`src/rtl/seg_adder_scan.sv`:
```
// rtl/seg_adder_scan.sv - registered adder with hex/BCD conversion driving a scanned seven-segment display
module seg_adder_scan #(
  parameter int WIDTH    = 8,
  parameter int DIGITS   = 3,
  parameter int SCAN_DIV = 4
) (
  input  logic              clk,
  input  logic              rst_n,
  input  logic [WIDTH-1:0]  a,
  input  logic [WIDTH-1:0]  b,
  input  logic              start,
  input  logic              dec_mode,
  output logic              busy,
  output logic              done,
  output logic [WIDTH:0]    sum,
  output logic              overflow,
  output logic [6:0]        seg,
  output logic [DIGITS-1:0] an
);

  localparam int SW = WIDTH + 1;
  localparam int DW = 4 * DIGITS;
  localparam int XW = (SW > DW) ? SW : DW;
  localparam int CW = $clog2(SW + 1);
  localparam int PW = (SCAN_DIV > 1) ? $clog2(SCAN_DIV) : 1;
  localparam int IW = (DIGITS > 1) ? $clog2(DIGITS) : 1;

  function automatic logic [63:0] pow10(input int n);
    logic [63:0] v;
    v = 64'd1;
    for (int i = 0; i < n; i++) v = v * 64'd10;
    return v;
  endfunction

  localparam logic [63:0] DEC_MAX = pow10(DIGITS) - 64'd1;

  function automatic logic [6:0] enc7(input logic [3:0] d);
    case (d)
      4'h0: enc7 = 7'h40;
      4'h1: enc7 = 7'h79;
      4'h2: enc7 = 7'h24;
      4'h3: enc7 = 7'h30;
      4'h4: enc7 = 7'h19;
      4'h5: enc7 = 7'h12;
      4'h6: enc7 = 7'h02;
      4'h7: enc7 = 7'h78;
      4'h8: enc7 = 7'h00;
      4'h9: enc7 = 7'h10;
      4'hA: enc7 = 7'h08;
      4'hB: enc7 = 7'h03;
      4'hC: enc7 = 7'h46;
      4'hD: enc7 = 7'h21;
      4'hE: enc7 = 7'h06;
      default: enc7 = 7'h0E;
    endcase
  endfunction

  typedef enum logic {S_IDLE, S_CONV} state_t;

  state_t            r_state;
  state_t            w_state_nxt;
  logic              r_dec;
  logic              r_busy;
  logic              r_done;
  logic              r_ovf;
  logic [SW-1:0]     r_sum;
  logic [SW-1:0]     r_sh;
  logic [DW-1:0]     r_bcd;
  logic [CW-1:0]     r_cnt;
  logic [DW-1:0]     r_digits;
  logic [PW-1:0]     r_pre;
  logic [IW-1:0]     r_idx;

  logic              w_accept;
  logic              w_last;
  logic [SW-1:0]     w_add;
  logic [DW-1:0]     w_bcd_adj;
  logic [DW-1:0]     w_bcd_next;
  logic [XW-1:0]     w_sum_ext;
  logic [DW-1:0]     w_hex_dig;
  logic              w_hex_ovf;
  logic              w_dec_ovf;
  logic [3:0]        w_dig [DIGITS];
  logic [DIGITS-1:0] w_keep;

  assign w_accept  = (r_state == S_IDLE) && start;
  assign w_last    = (r_state == S_CONV) && (!r_dec || (r_cnt == CW'(SW - 1)));
  assign w_add     = {1'b0, a} + {1'b0, b};
  assign w_sum_ext = XW'(r_sum);
  assign w_hex_dig = w_sum_ext[DW-1:0];
  assign w_hex_ovf = |(w_sum_ext >> DW);
  assign w_dec_ovf = (64'(r_sum) > DEC_MAX);

  // FSM state register
  always_ff @(posedge clk) begin
    if (!rst_n) r_state <= S_IDLE;
    else        r_state <= w_state_nxt;
  end

  // FSM next-state: accept a request in IDLE, leave CONV on the final conversion edge
  always_comb begin
    w_state_nxt = r_state;
    case (r_state)
      S_IDLE: if (start)  w_state_nxt = S_CONV;
      S_CONV: if (w_last) w_state_nxt = S_IDLE;
      default:            w_state_nxt = S_IDLE;
    endcase
  end

  // One double-dabble step: +3 on nibbles >= 5, then shift in the next sum bit MSB first.
  // BCD digits above DIGITS are dropped; they never influence the lower digits.
  always_comb begin
    w_bcd_adj = r_bcd;
    for (int i = 0; i < DIGITS; i++) begin
      if (r_bcd[4*i +: 4] >= 4'd5) w_bcd_adj[4*i +: 4] = r_bcd[4*i +: 4] + 4'd3;
    end
    w_bcd_next = {w_bcd_adj[DW-2:0], r_sh[SW-1]};
  end

  // Datapath: capture sum, iterate conversion, load digits only on the last edge
  always_ff @(posedge clk) begin
    if (!rst_n) begin
      r_dec    <= 1'b0;
      r_busy   <= 1'b0;
      r_done   <= 1'b0;
      r_ovf    <= 1'b0;
      r_sum    <= '0;
      r_sh     <= '0;
      r_bcd    <= '0;
      r_cnt    <= '0;
      r_digits <= '0;
    end else begin
      r_done <= 1'b0;
      if (w_accept) begin
        r_sum  <= w_add;
        r_sh   <= w_add;
        r_bcd  <= '0;
        r_cnt  <= '0;
        r_dec  <= dec_mode;
        r_busy <= 1'b1;
      end else if (r_state == S_CONV) begin
        if (r_dec) begin
          r_bcd <= w_bcd_next;
          r_sh  <= r_sh << 1;
          r_cnt <= r_cnt + CW'(1);
        end
        if (w_last) begin
          r_digits <= r_dec ? w_bcd_next : w_hex_dig;
          r_ovf    <= r_dec ? w_dec_ovf : w_hex_ovf;
          r_done   <= 1'b1;
          r_busy   <= 1'b0;
        end
      end
    end
  end

  for (genvar g = 0; g < DIGITS; g++) begin : g_dig
    assign w_dig[g] = r_digits[4*g +: 4];
  end

  // Leading-zero blanking: keep a digit if it or any digit above it is nonzero; digit 0 always kept
  always_comb begin
    logic v_acc;
    v_acc  = 1'b0;
    w_keep = '0;
    for (int i = DIGITS - 1; i >= 0; i--) begin
      v_acc     = v_acc | (w_dig[i] != 4'd0) | (i == 0);
      w_keep[i] = v_acc;
    end
  end

  // Free-running scan: prescaler holds each digit SCAN_DIV cycles, then advances the index
  always_ff @(posedge clk) begin
    if (!rst_n) begin
      r_pre <= '0;
      r_idx <= '0;
    end else if (r_pre == PW'(SCAN_DIV - 1)) begin
      r_pre <= '0;
      r_idx <= (r_idx == IW'(DIGITS - 1)) ? '0 : r_idx + IW'(1);
    end else begin
      r_pre <= r_pre + PW'(1);
    end
  end

  assign an       = ~(DIGITS'(1) << r_idx);
  assign seg      = w_keep[r_idx] ? enc7(w_dig[r_idx]) : 7'h7F;
  assign busy     = r_busy;
  assign done     = r_done;
  assign sum      = r_sum;
  assign overflow = r_ovf;

endmodule

```
`config.mk`:
```
export PLATFORM = sky130hd
export DESIGN_NAME = seg_adder_scan
export DESIGN_NICKNAME = d
export VERILOG_FILES = /design/src/rtl/seg_adder_scan.sv
export SDC_FILE = /design/constraint.sdc
export NUM_CORES = 1
export LEC_CHECK = 0
export CAP_MARGIN = 10
export CORE_UTILIZATION = 25
export DETAILED_ROUTE_END_ITERATION = 12
export GPL_ROUTABILITY_DRIVEN = 0
export MAX_ROUTING_LAYER = met4
export RECOVER_POWER = 50
export SLEW_MARGIN = 20
export SYNTH_ARGS = -nofsm -noshare
export SYNTH_HDL_FRONTEND = slang
export SYNTH_SLANG_ARGS = --single-unit
export TNS_END_PERCENT = 20
```
`constraint.sdc`:
```
create_clock -name clk -period 2.93 [get_ports clk]
set_clock_uncertainty 0.2 [all_clocks]
set_input_delay 0.4395 -clock clk [delete_from_list [all_inputs] [get_ports clk]]
set_output_delay 0.4395 -clock clk [all_outputs]
set_load 0.05 [all_outputs]
```
==> qor.yml, run 1 <==
outcome:
  status: "completed"
logic_synthesis:
  synth_nets: 419
  synth-edff-count: 0
  synth_top_area_share: 0.354
  synth_cell_types: 47
  ys_ff_latch: 54
  synth.most_common_cell: "nand2_1"
  synth_top_cell_by_area: "dfxtp_1"
  ys_top_cells_by_count: "nand2_1, dfxtp_1, a21oi_1"
  synth_async_sr_flop_share: 0
  syn_inst: 375
  synthFlopType: "dfxtp_1"
  yosys_warnings: 0
  syn_avg_cell_area_um2: 8.14
  ys_seq_area_frac: 0.354
  ys_top_cells_by_area: "dfxtp_1, ha_1, nand2_1"
  netlist_area_mm2: 0.00305
clock_network:
  cts_sinks: 54
  clk_latency_ns: 0.29
  numCtsBuffers: 5
  cts_tree: "done"
  h-tree-depth: 2
  root_buffer: "clkbuf_16"
  clk_pin_slew_ns: 0.06
  max-clock-path-buffers: 2
critical_path:
  required_ns: 2.29
  crit_path_end_kind: "output port"
  crit_buf_inv: 2
  cp_max_fo: 6
  crit_path_start_kind: "register"
  slowest_stage: "dfxtp_2"
  ff2ff_setup_slack_ns: 0.74
  cp_cell_sequence: "mux2i_1 > o22ai_2 > inv_1 > ha_1 > or2_0 > a21oi_1 > o21ai_1 > buf_12"
  crit_arrival_ns: 2.14
  path_delay_family: "compound AO/OA/AOI/OAI gates"
  crit_type: "reg2out"
  cpPeakStageDelay_ns: 0.40
placement:
  port_buffers: 40
  dp.final_hpwl_um: 5440
  dp.cells: 550
layout:
  utilization: 0.316
  fin_cells: 558
  fill_cells: 1255
  fin_nets: 455
  syn_to_final_growth_pct: 23.8
  drive_gt1_frac: 0.0730
  num_antenna_cells: 0
floorplanning:
  row_count: 40
  die_w_um: 113
  die_height_um: 113
  io_pins: 42
  core_region_area_mm2: 0.0120
  dieArea_mm2: 0.0127
  start_util: 0.255
pwr:
  ir_worst_vdd_v: 0.000225
  total_power_mw: 1.85
  powerDensity_mw_per_mm2: 488
  total_leakage_power_nw: 1.39
timing:
  hold_viol: 0
  rsz0062_at_grt: "no"
  fin_crit_sh: 0.948
  fin_setup_tns_ns: 0
  slew_viol_final: 0
  setup_viol: 0
  fmax_mhz: 360
  worst_pin_slew_ns: 0.724
  relSlewSlack: 0.517
  min_period_ns: 2.78
routing:
  drtIter0Drc: 82
  vias: 2701
  routed-wl-met2_um: 3320
  top_layer_used: "met4"
  drcViolationCount: 0
  wl_met1_um: 3300
  routed_wl_um: 7010
  wl_per_cell_um: 12.6
  vias_per_cell: 4.84
  met3RoutedLength_um: 284
  drtPass1Iterations: 4
  drtAntennaViolNets: 0
global_routing:
  antenna_found_initial: 0
  grt_max_degree: 23
  grt_pass1_wl_um: 11900
  grt_pass1_vias: 2540
  grtUsageTotal: 0.119
  overflow: 0
job:
  max-cap-violations: 0
min_path:
  hold_path_class: "reg2reg"
-- through the flow --
step | instance area (um^2) | hold slack [ns] | setup slack, ns
after floorplan | 3050 | 0.204 | 0.166
after global placement | 3640 | 0.213 | 0.144
after detailed placement | 3640 | 0.221 | 0.0983
after CTS | 3770 | 0.230 | 0.0450
after global routing | 3780 | 0.250 | 0.0333
final | 3780 | 0.225 | 0.153
-- power by group --
part / switching [mW] / total [mW] / internal [mW]
registers: 0.0340 / 0.808 / 0.774
clock network: 0.247 / 0.556 / 0.309
logic: 0.285 / 0.482 / 0.197
total: 0.566 / 1.85 / 1.28
-- metal layers --
layer  vias to the layer above  global-route usage
li1                       1376                   -
met1                      1261               0.146
met2                        57               0.195
met3                         7              0.0216
met4                         0              0.0418
met5                         -                   -
-- what timing repair did --
action,in CTS,in global routing
buffers inserted,0,1
endpoints found under the setup margin,0,6
hold buffers,0,0
gates resized for setup,0,3
-- path summary, 6_finish.rpt --
| kind | from | endpoint | cells after the start |
|---|---|---|---|
| worst max-delay path | r_idx[1] | seg[3] | 8 |
| worst min register to register | r_pre[0] | r_pre[0] | 1 |
| worst max register to register | r_dec | r_bcd[4] | 4 |
| worst min-delay path | r_pre[0] | r_pre[0] | 1 |
-- flip-flops by register name, indices dropped and copies added, names as in the netlist --
name,flops
r_bcd,12
r_digits,12
r_sh,9
sum,9
r_cnt,4
r_idx,2
r_pre,2
busy,1
done,1
r_dec,1
r_state,1
-- area by class of cell --
class / count / area (um^2) / share of cell area
flip-flops and latches: 54 / 1080 / 0.287
repair buffers: 48 / 498 / 0.132
multi-input cells: 287 / 1820 / 0.482
clock buffers: 5 / 125 / 0.0331
inverters: 15 / 56.3 / 0.0149
well taps: 147 / 184 / 0.0486
clock inverters: 2 / 10.0 / 0.00265
-- cells in the final DEF (no fill, tap or decap), types with 5 or more instances in the layout --
| cell | instances |
|---|---|
| nand2b_1 | 5 |
| clkdlybuf4s50_1 | 32 |
| nand3_1 | 9 |
| dfxtp_1 | 52 |
| a211oi_1 | 5 |
| xnor2_1 | 7 |
| xor2_1 | 6 |
| nand2_1 | 67 |
| o21ai_0 | 15 |
| clkbuf_16 | 5 |
| buf_4 | 8 |
| buf_12 | 5 |
| o21ai_1 | 7 |
| nor2_1 | 25 |
| ha_1 | 23 |
| inv_1 | 15 |
| mux2i_1 | 16 |
| a21oi_1 | 43 |
-- cells by family (layout without fill, tap and decap cells) --
logic type                 Yosys count  after routing  synth area share
AOI/OAI and AO/OA                  106            106             0.221
xor gates and xnor gates            13             13            0.0373
adders and majority gates           24             24             0.101
buffers and inverters               34             70            0.0500
DFF                                 54             54             0.354
muxes                               16             16            0.0524
other                                1              1           0.00123
and+or+nand+nor                    127            127             0.184
Note: power is estimated with default switching activity, not from simulation.
==> run 2: changes to the inputs <==
- GPL_TIMING_DRIVEN: not set -> 0
==> qor.yml, run 2 (synthesis gave the netlist of run 1 again) <==
floorplanning:
  core_region_area_mm2: 0.0120
  die_w_um: 113
  row_count: 40
  die_height_um: 113
  io_pins: 42
  start_util: 0.255
  dieArea_mm2: 0.0127
min_path:
  hold_path_class: "reg2reg"
  hold_depth: 1
  holdCritStartpoint: "r_pre[0]"
  hold_end: "r_pre[0]"
critical_path:
  ff2ff_setup_slack_ns: 0.81
  required_ns: 2.29
  crit_path_start_kind: "register"
  crit_arrival_ns: 2.18
  cp_max_fo: 10
  reg2regPathDepth: 8
  r2r_start: "r_cnt[0]"
  r2r_end: "r_digits[3]"
  crit_type: "reg2out"
  crit_path_end_kind: "output port"
clock_network:
  cts_tree: "done"
  cts_hold_buf: 0
  clk_latency_ns: 0.30
  h-tree-depth: 2
  max-clock-path-buffers: 2
  numCtsBuffers: 5
  root_buffer: "clkbuf_16"
  cts_sinks: 54
  clk_pin_slew_ns: 0.07
pwr:
  comb_power_share: 0.244
  total_power_mw: 1.86
  p_switching_mw: 0.598
  powerDensity_mw_per_mm2: 494
  swShare: 0.322
  internal-power_mw: 1.26
  ir_worst_vdd_v: 0.000231
  clkPwrFrac: 0.324
  seq_power_share: 0.432
  total_leakage_power_nw: 1.39
timing:
  fmax_mhz: 355
  slew_viol_final: 0
  relSlewSlack: 0.644
  fin_crit_sh: 0.962
  min_period_ns: 2.82
  worst_pin_slew_ns: 0.535
  setup_viol: 0
  worst_slack_ns: 0.112
  hold_viol: 0
layout:
  drive_gt1_frac: 0.0755
  layout_commonest_cell: "nand2_1"
  utilization: 0.315
  largestRegisters: "r_bcd: 12 flops, r_digits: 12 flops"
  syn_to_final_growth_pct: 23.2
  fin_nets: 467
  num_antenna_cells: 0
  fill_cells: 1246
  mostFrequentLayoutCells: "nand2_1, dfxtp_1, a21oi_1, clkdlybuf4s50_1, nor2_1"
global_routing:
  grt_pass1_vias: 2543
  grt_max_degree: 19
  antenna_found_initial: 0
  overflow: 0
  grt_pass1_wl_um: 12700
  grtUsageTotal: 0.128
routing:
  vias_per_cell: 4.81
  routed_wl_um: 7500
  drtPass1Iterations: 4
  vias: 2745
  drtAntennaViolNets: 0
  wl_per_cell_um: 13.1
  drtIter0Drc: 181
  drcViolationCount: 0
outcome:
  status: "completed"
job:
  max-cap-violations: 0
placement:
  post-place-ws_ns: -0.240
  dp.final_hpwl_um: 5790
  port_buffers: 39
## run 2: cell types whose count changed in the layout (fill, tap and decap cells not counted), sizes merged
cell	before	now
inv	15	16
clkinvlp	0	1
clkdlybuf4s50	32	29
buf	13	14
clkbuf	7	19
clkinv	2	1
dlygate4sd3	1	3
## run 2: final cells by class
class / count / area, um^2 / share of cell area
buffer: 19 / 87.6 / 0.0233
sequential: 54 / 1080 / 0.288
inverter: 15 / 56.3 / 0.0150
clock inverter: 3 / 25.0 / 0.00665
tap: 147 / 184 / 0.0489
timing repair buffer: 41 / 378 / 0.100
multi-input combinational: 287 / 1820 / 0.485
clock buffer: 5 / 125 / 0.0333
## run 2: what timing repair did
| item | CTS | global route |
|---|---|---|
| gates resized for setup | 26 | 16 |
| endpoints found under the hold margin | 0 | 0 |
| setup endpoints to repair | 7 | 7 |
| setup buffers | 1 | 1 |
| pin swaps | 1 | 2 |
## run 2: how the worst max path moves through the flow
stage / start / to / slack [ns] / depth (start not counted)
2_1_floorplan: r_idx[1] / seg[3] / 0.17 / 8
3_3_place_gp: r_idx[1] / seg[3] / -0.20 / 9
3_5_place_dp: r_idx[1] / seg[3] / -0.24 / 9
4_1_cts: r_idx[1] / seg[5] / -0.08 / 8
5_1_grt: r_idx[1] / seg[5] / -0.006 / 8
6_report: r_idx[1] / seg[3] / 0.11 / 9
## run 2: power groups by stage
stage	registers [mW]	clock network, mW	logic [mW]
floorplan	0.855	0	0.279
global placement	0.819	0	0.459
detailed placement	0.820	0	0.464
CTS	0.803	0.613	0.462
global route	0.807	0.642	0.492
finish	0.803	0.601	0.454
## run 2: critical path, cell delays in order (launching register included)
cell and delay (ns):
dfxtp_2 0.35, buf_6 0.14, mux2i_2 0.15, o22ai_2 0.23, inv_1 0.12, ha_1 0.27, or2_0 0.24, a21oi_1 0.13
o21ai_1 0.07, buf_4 0.19
## run 2: through the flow
step	cells	TNS [ns]	hold slack (ns)	instance area, um^2
final	571	0	0.226	3760
after global routing	571	-0.00642	0.243	3760
after CTS	570	-0.253	0.207	3780
after detailed placement	561	-1.20	0.220	3630
after global placement	561	-0.912	0.214	3630
after floorplan	375	0	0.204	3050
## run 2: per-layer routing
metal	share of wire	global-route usage
met1	0.48	0.162
met2	0.48	0.209
met3	0.031	0.0184
met4	0.014	0.0409
met5	0	-
==> run 3: changes to the inputs <==
- CORE_UTILIZATION: 25 -> 45
- GPL_ROUTABILITY_DRIVEN: 0 -> not set
- PLACE_DENSITY: not set -> 0.68
==> qor.yml, run 3 (synthesis gave the netlist of run 1 again) <==
critical_path:
  crit_path_start_kind: "register"
  crit_path_end_kind: "output port"
  cp_cell_sequence: "buf_6 > mux2i_1 > o22ai_2 > inv_1 > ha_1 > a31oi_1 > o21ai_1 > clkdlybuf4s15_2"
  reg2regPathDepth: 7
  cpPeakStageDelay_ns: 0.37
  r2r_end: "r_digits[6]"
  crit_arrival_ns: 2.21
  cp_max_fo: 10
  crit_type: "reg2out"
  ff2ff_setup_slack_ns: 0.99
  slowest_stage: "dfxtp_4"
  required_ns: 2.29
  r2r_start: "r_bcd[5]"
job:
  max-cap-violations: 0
global_routing:
  grt_pass1_wl_um: 11900
  grt_pass1_vias: 2576
  grtUsageTotal: 0.212
  grt_max_degree: 18
  overflow: 0
  antenna_found_initial: 0
floorplanning:
  dieArea_mm2: 0.00712
  row_count: 29
  core_region_area_mm2: 0.00646
  start_util: 0.473
  die_height_um: 84.4
  io_pins: 42
  die_w_um: 84.4
placement:
  dp.cells: 491
  gp_congestion: 0.871
  port_buffers: 39
  dp.final_hpwl_um: 5400
  post-place-ws_ns: -0.235
routing:
  routed_wl_um: 7170
  drtIter0Drc: 170
  drtPass1Iterations: 8
  vias: 2776
  vias_per_cell: 5.52
  drtAntennaViolNets: 0
  drcViolationCount: 4
  wl_per_cell_um: 14.2
clock_network:
  numCtsBuffers: 5
  clk_pin_slew_ns: 0.10
  root_buffer: "clkbuf_8"
  h-tree-depth: 2
  cts_tree: "done"
  clk_latency_ns: 0.32
  max-clock-path-buffers: 2
  cts_sinks: 54
timing:
  slew_viol_final: 0
  min_period_ns: 2.85
  hold_viol: 0
  setup_viol: 0
  fmax_mhz: 351
  worst_pin_slew_ns: 0.541
  rsz0062_at_grt: "yes"
  worst_slack_ns: 0.0802
  whs_ns: 0.230
  fin_crit_sh: 0.973
  relSlewSlack: 0.639
layout:
  num_antenna_cells: 0
  layout_commonest_cell: "nand2_1"
  fin_nets: 469
  utilization: 0.572
  mostFrequentLayoutCells: "nand2_1, dfxtp_1, a21oi_1, clkdlybuf4s50_1, nor2_1"
  drive_gt1_frac: 0.0892
  fin_cells: 503
  largestRegisters: "r_bcd: 12 flops, r_digits: 12 flops"
  syn_to_final_growth_pct: 20.9
min_path:
  hold_depth: 1
  hold_end: "r_pre[0]"
  hold_path_class: "reg2reg"
  holdCritStartpoint: "r_pre[0]"
pwr:
  powerDensity_mw_per_mm2: 504
  ir_worst_vdd_v: 0.000240
  total_leakage_power_nw: 1.41
outcome:
  violations: "DRC"
  status: "finished, violations left"
[run 3: per-layer routing]
metal	GRT usage	routed length, um	up-vias	share of wire
met5	-	0	-	0
li1	-	-	1417	-
met1	0.262	3300	1297	0.46
met3	0.0206	212	6	0.030
met2	0.372	3580	56	0.50
met4	0.0570	70	0	0.0098
[run 3: final cells by class]
class                   count  area, um^2
inverters                  15        56.3
fillers                   621        2770
multi-input cells         287        1820
repair buffers             43         400
clock inverters             3        68.8
flip-flops and latches     54        1080
well taps                  77        96.3
plain buffers              19        95.1
clock buffers               5        68.8
[run 3: worst max path at each step]
stage	from	to	slack, ns
6_report	r_idx[1]	seg[1]	0.08
5_1_grt	r_idx[1]	seg[1]	-0.01
4_1_cts	r_idx[1]	seg[6]	-0.02
3_5_place_dp	r_idx[1]	seg[3]	-0.24
3_3_place_gp	r_idx[1]	seg[3]	-0.21
2_1_floorplan	r_idx[1]	seg[3]	0.17
[run 3: what timing repair did]
action | CTS | global route
setup endpoints to repair | 7 | 7
pin swaps | 1 | 2
resized for setup | 29 | 8
hold buffers | 0 | 0
buffers inserted | 1 | 3
[run 3: worst max-delay path, delay by kind of cell (launching register included)]
kind                     cells  cell delay [ns]
flip-flops                   1             0.37
buffers and inverters        3             0.61
adder cells (fa/ha/maj)      1             0.32
multiplexers                 1             0.13
AO/OA/AOI/OAI                3             0.46
[run 3: metrics by stage]
step | TNS, ns | power, mW | instance area, um^2
4_1_cts | -0.0414 | 1.86 | 3680
2_1_floorplan | 0 | 1.13 | 3050
6_report | 0 | 1.86 | 3690
5_1_grt | -0.0146 | 1.93 | 3690
3_3_place_gp | -1.08 | 1.27 | 3540
3_5_place_dp | -1.18 | 1.28 | 3540
[run 3: where the power goes]
group	switching (mW)	internal (mW)
Sequential	0.0294	0.772
Clock	0.262	0.342
Combinational	0.286	0.169
Total	0.577	1.28
